File: config.mk
export PLATFORM = sky130hd
export DESIGN_NAME = prog_loader
export DESIGN_NICKNAME = d
export VERILOG_FILES = /design/src/rtl/prog_loader.sv
export SDC_FILE = /design/constraint.sdc
export NUM_CORES = 1
export LEC_CHECK = 0
export ABC_AREA = 1
export CORE_ASPECT_RATIO = 2
export CORE_MARGIN = 4
export CORE_UTILIZATION = 56
export DETAILED_ROUTE_END_ITERATION = 10
export PLACE_DENSITY = 0.82
export SLEW_MARGIN = 20
export SYNTH_ARGS = -nofsm -noshare
export SYNTH_HDL_FRONTEND = slang
export SYNTH_SLANG_ARGS = --single-unit
export TNS_END_PERCENT = 100
File: constraint.sdc
create_clock -name clk -period 3.6 [get_ports clk]
set_input_delay 0.54 -clock clk [delete_from_list [all_inputs] [get_ports clk]]
set_output_delay 0.54 -clock clk [all_outputs]
set_load 0.02 [all_outputs]
File: src/rtl/prog_loader.sv
// Byte-serial program loader: header N, N {hi,lo} instruction pairs, optional checksum byte.
// Optional checksum stage enabled by defining PROG_LOADER_CSUM_EN.
module prog_loader #(
    parameter int                ADDR_W     = 8,
    parameter logic [ADDR_W-1:0] START_ADDR = '0
) (
    input  logic              clk,
    input  logic              reset_n,
    input  logic              start,
    input  logic              in_valid,
    input  logic [7:0]        in_data,
    output logic              in_ready,
    output logic              imem_we,
    output logic [ADDR_W-1:0] imem_addr,
    output logic [15:0]       imem_wdata,
    output logic              core_hold,
    output logic              done,
    output logic              err
);

`ifdef PROG_LOADER_CSUM_EN
    typedef enum logic [2:0] {S_HDR, S_HI, S_LO, S_WR, S_CSUM, S_DONE, S_ERR} state_t;
    localparam state_t S_LAST = S_CSUM;
`else
    typedef enum logic [2:0] {S_HDR, S_HI, S_LO, S_WR, S_DONE} state_t;
    localparam state_t S_LAST = S_DONE;
`endif

    state_t            state, state_next;
    logic [7:0]        count, count_next;
    logic [7:0]        csum_acc, csum_next;
    logic [7:0]        hi_byte, hi_next;
    logic [ADDR_W-1:0] addr_next;
    logic [15:0]       wdata_next;
    logic              ready_next, we_next, hold_next, done_next, err_next;
    logic              xfer;

    assign xfer = in_valid && in_ready;

    // NOTE: every variable gets a default before the case so no path leaves it unassigned (no latches).
    always_comb begin
        state_next = state;
        count_next = count;
        csum_next  = csum_acc;
        hi_next    = hi_byte;
        addr_next  = imem_addr;
        wdata_next = imem_wdata;

        case (state)
            S_HDR: begin
                if (xfer) begin
                    count_next = in_data;
                    csum_next  = in_data;
                    state_next = (in_data == 8'd0) ? S_LAST : S_HI;
                end
            end
            S_HI: begin
                if (xfer) begin
                    hi_next    = in_data;
                    csum_next  = csum_acc ^ in_data;
                    state_next = S_LO;
                end
            end
            S_LO: begin
                if (xfer) begin
                    wdata_next = {hi_byte, in_data};
                    csum_next  = csum_acc ^ in_data;
                    state_next = S_WR;
                end
            end
            S_WR: begin
                addr_next  = imem_addr + ADDR_W'(1);
                count_next = count - 8'd1;
                state_next = (count == 8'd1) ? S_LAST : S_HI;
            end
`ifdef PROG_LOADER_CSUM_EN
            S_CSUM: begin
                if (xfer) begin
                    state_next = (in_data == csum_acc) ? S_DONE : S_ERR;
                end
            end
            S_ERR: begin
                if (start) begin
                    state_next = S_HDR;
                    addr_next  = START_ADDR;
                    csum_next  = 8'd0;
                end
            end
`endif
            S_DONE: begin
                if (start) begin
                    state_next = S_HDR;
                    addr_next  = START_ADDR;
                    csum_next  = 8'd0;
                end
            end
            default: state_next = S_HDR;
        endcase
    end

    // Outputs are decoded from the next state and registered, so they line up with the state they describe.
    always_comb begin
        ready_next = 1'b0;
        we_next    = 1'b0;
        done_next  = 1'b0;
        err_next   = 1'b0;
        hold_next  = 1'b1;
        case (state_next)
            S_HDR, S_HI, S_LO: ready_next = 1'b1;
            S_WR:              we_next    = 1'b1;
            S_DONE: begin
                done_next = 1'b1;
                hold_next = 1'b0;
            end
`ifdef PROG_LOADER_CSUM_EN
            S_CSUM:            ready_next = 1'b1;
            S_ERR:             err_next   = 1'b1;
`endif
            default: ;
        endcase
    end

    // NOTE: sequential state uses non-blocking assignments so all flops update together at the edge.
    always_ff @(posedge clk or negedge reset_n) begin
        if (!reset_n) begin
            state      <= S_HDR;
            count      <= 8'd0;
            csum_acc   <= 8'd0;
            hi_byte    <= 8'd0;
            imem_addr  <= START_ADDR;
            imem_wdata <= 16'd0;
            in_ready   <= 1'b1;
            imem_we    <= 1'b0;
            core_hold  <= 1'b1;
            done       <= 1'b0;
        end else begin
            state      <= state_next;
            count      <= count_next;
            csum_acc   <= csum_next;
            hi_byte    <= hi_next;
            imem_addr  <= addr_next;
            imem_wdata <= wdata_next;
            in_ready   <= ready_next;
            imem_we    <= we_next;
            core_hold  <= hold_next;
            done       <= done_next;
        end
    end

`ifdef PROG_LOADER_CSUM_EN
    always_ff @(posedge clk or negedge reset_n) begin
        if (!reset_n) begin
            err <= 1'b0;
        end else begin
            err <= err_next;
        end
    end
`else
    assign err = 1'b0;

    logic unused_err_next;
    assign unused_err_next = err_next;
`endif

endmodule
==> out/qor.txt <==
die area - 0.00526 mm2
Tmin final - 1.96 ns
TritonRoute pass-1 iters - 4
io pins - 41
Core Box Area - 0.00392 mm2
DRC Markers - 0
worst hold slack - 0.235 ns
power share of the clock group - 0.172
syn_nets - 295
initial drt markers - 48
Fin. Hold Viols - 0
area delta synth->final - 22.1%
Synth Flop Type - dfrtp_1
share of cells above drive strength 1 - 0.122
Crit. End Element - output pin
postcts setup bufs - 0
Overall Global Routing Usage - 0.213
grt ovf - 0
Detailed Route WL - 5.07 mm
DR vias - 1926
sequential power share - 0.385
placed cell areas - 0.00268 mm2
IO buf count - 39
Net Sw Power - 0.956 mW
chip width - 53.3 um
top-area cell type share of the netlist area - 0.490
Hold Crit Class - in -> async
unrepaired setup endpoints after global routing - false
Final nets - 334
Sw Ratio - 0.408
routed len/inst - 13.7 um
# clock sinks - 47
max_slew headroom - 0.622
Syn Std Cell Area - 0.00230 mm2
status - completed
EDFF count, synth - 0
Critical Path, Cell by Cell - clkdlybuf4s50_1
synth unique cells - 26
critical path class - reg -> out
synthesized netlist cell count - 280
largest net degree at the start of global routing - 48
VDD IR max - 510 uV
initial antenna violation count - 0
placer congestion estimate - 0.869
CTS root buffer - clkbuf_8
Gate power share - 0.442
DRT antenna net count - 0
Max-Cap Viols - 0
largest cells by area after synthesis - dfrtp_1 (49%), nand2_1 (16%), o21ai_2 (4.2%)
post-route cell area - 0.00281 mm2
CP top delay family - buffers and inverters
Max stage delay on crit path - 0.59 ns
flop2flop setup slack - 1.93 ns
required time of the critical path - 3.06 ns
post-DR vias/cell - 5.19
first-pass GRT wire length - 8.43 mm
Max Freq - 511 MHz
CTS Buf Count - 5
vias in the first global route - 1911
Std-Cell Rows - 32
Setup crit start kind - flip-flop
Max Root-Sink Buffers - 2
HPWL Detailed - 3.84 mm
Final Cycle Share - 0.544
Synth Warn # - 0
Yosys reg bits - 47
Resized cells post-CTS - 0
Starting Density - 0.586
syn_area_per_cell - 8.21 um2
most frequent cells after synthesis - nand2_1 (99), dfrtp_1 (45), inv_1 (25), nor2_1 (24), nand3_1 (18)
Setup-failing EPs final - 0
Post-CTS Hold Fix Bufs - 0
final clock skew - 0.00725 ns
Worst-path clk slew - 0.09 ns
Worst path slowest cell - clkdlybuf4s50_1
ant diodes - 0
Final Max Tran Viols - 0
Arrival @ worst endpoint - 1.42 ns
Slew @ Worst Pin - 0.567 ns
clock latency on the worst-skew pair - 0.30 ns
P_leak - 1.38 nW
PD cells - 834 mW/mm2
CP bufs+invs - 1
FFs w/ async S/R, synth - 1.00
count leader, synth - nand2_1
Die H - 98.6 um
H-tree levels - 2
power consumption - 2.34 mW
cell-internal power - 1.39 mW
worst-path fanout max - 2
CTS tree - yes
post-synthesis sequential area ratio - 0.513
total negative slack - 0 ns
post-synth top area cell - dfrtp_1
[final cells by class]
class / count / area (um2)
inverter: 31 / 116
clock inverter: 2 / 38.8
sequential: 47 / 1180
clock buffer: 6 / 82.6
tap: 51 / 63.8
multi-input combinational: 195 / 940
timing repair buffer: 39 / 388
fill: 327 / 1120
[placed cells by master, fill, tap and decap left out, drive strengths merged, types with 2 or more instances in the layout]
cell and n:
clkdlybuf4s50 38, nand2 102, inv 32, a21oi 4, dfrtp 45, nand4 5, nor2 26, dfstp 2
o21ai 26, nand3 23, ha 3, clkbuf 6
[layer usage]
metal	vias up	wire, um	track usage
li1	956	-	-
met1	914	1870	0.234
met2	46	2900	0.387
met3	10	200	0.0272
met4	0	93	0.0906
met5	-	0	0
[path summary, 6_finish.rpt]
| check | from | cells past startpoint | to |
|---|---|---|---|
| setup reg to reg | in_ready | 5 | imem_wdata[1] |
| hold / removal | reset_n | 1 | imem_wdata[8] |
| hold reg to reg | imem_wdata[12] | 2 | imem_wdata[12] |
| setup / recovery | in_ready | 1 | in_ready |
| min in group clk | imem_wdata[12] | 2 | imem_wdata[12] |
| max in group asynchronous | reset_n | 1 | core_hold |
[flip-flops by register name, summed over array words and instances (netlist names)]
register    count
done            1
imem_addr       8
imem_we         1
hi_byte         8
imem_wdata     16
count           8
in_ready        1
core_hold       1
state           3
[cells by family after synthesis]
kind of cell,after synthesis,synth area share
simple gates,159,0.301
flops,47,0.513
buf+inv,38,0.0789
compound gates,32,0.0892
fa+ha+maj,3,0.0163
other cells,1,0.00163
[power groups by stage]
stage                     sequential (mW)  combinational (mW)  clock (mW)
after CTS                           0.901                1.04       0.408
after global routing                0.930                1.15       0.427
after detailed placement            0.909                1.03           0
final                               0.902                1.04       0.404
after global placement              0.903               0.994           0
after floorplan                      1.02               0.546           0
[per-stage QoR]
stage	util	setup slack [ns]	cells
floorplan	-	2.30	280
global placement	0.684	1.54	363
detailed placement	0.684	1.44	363
CTS	0.715	1.64	371
global route	0.716	1.58	371
finish	0.716	1.64	371
Note: power is estimated with default switching activity, not from simulation.
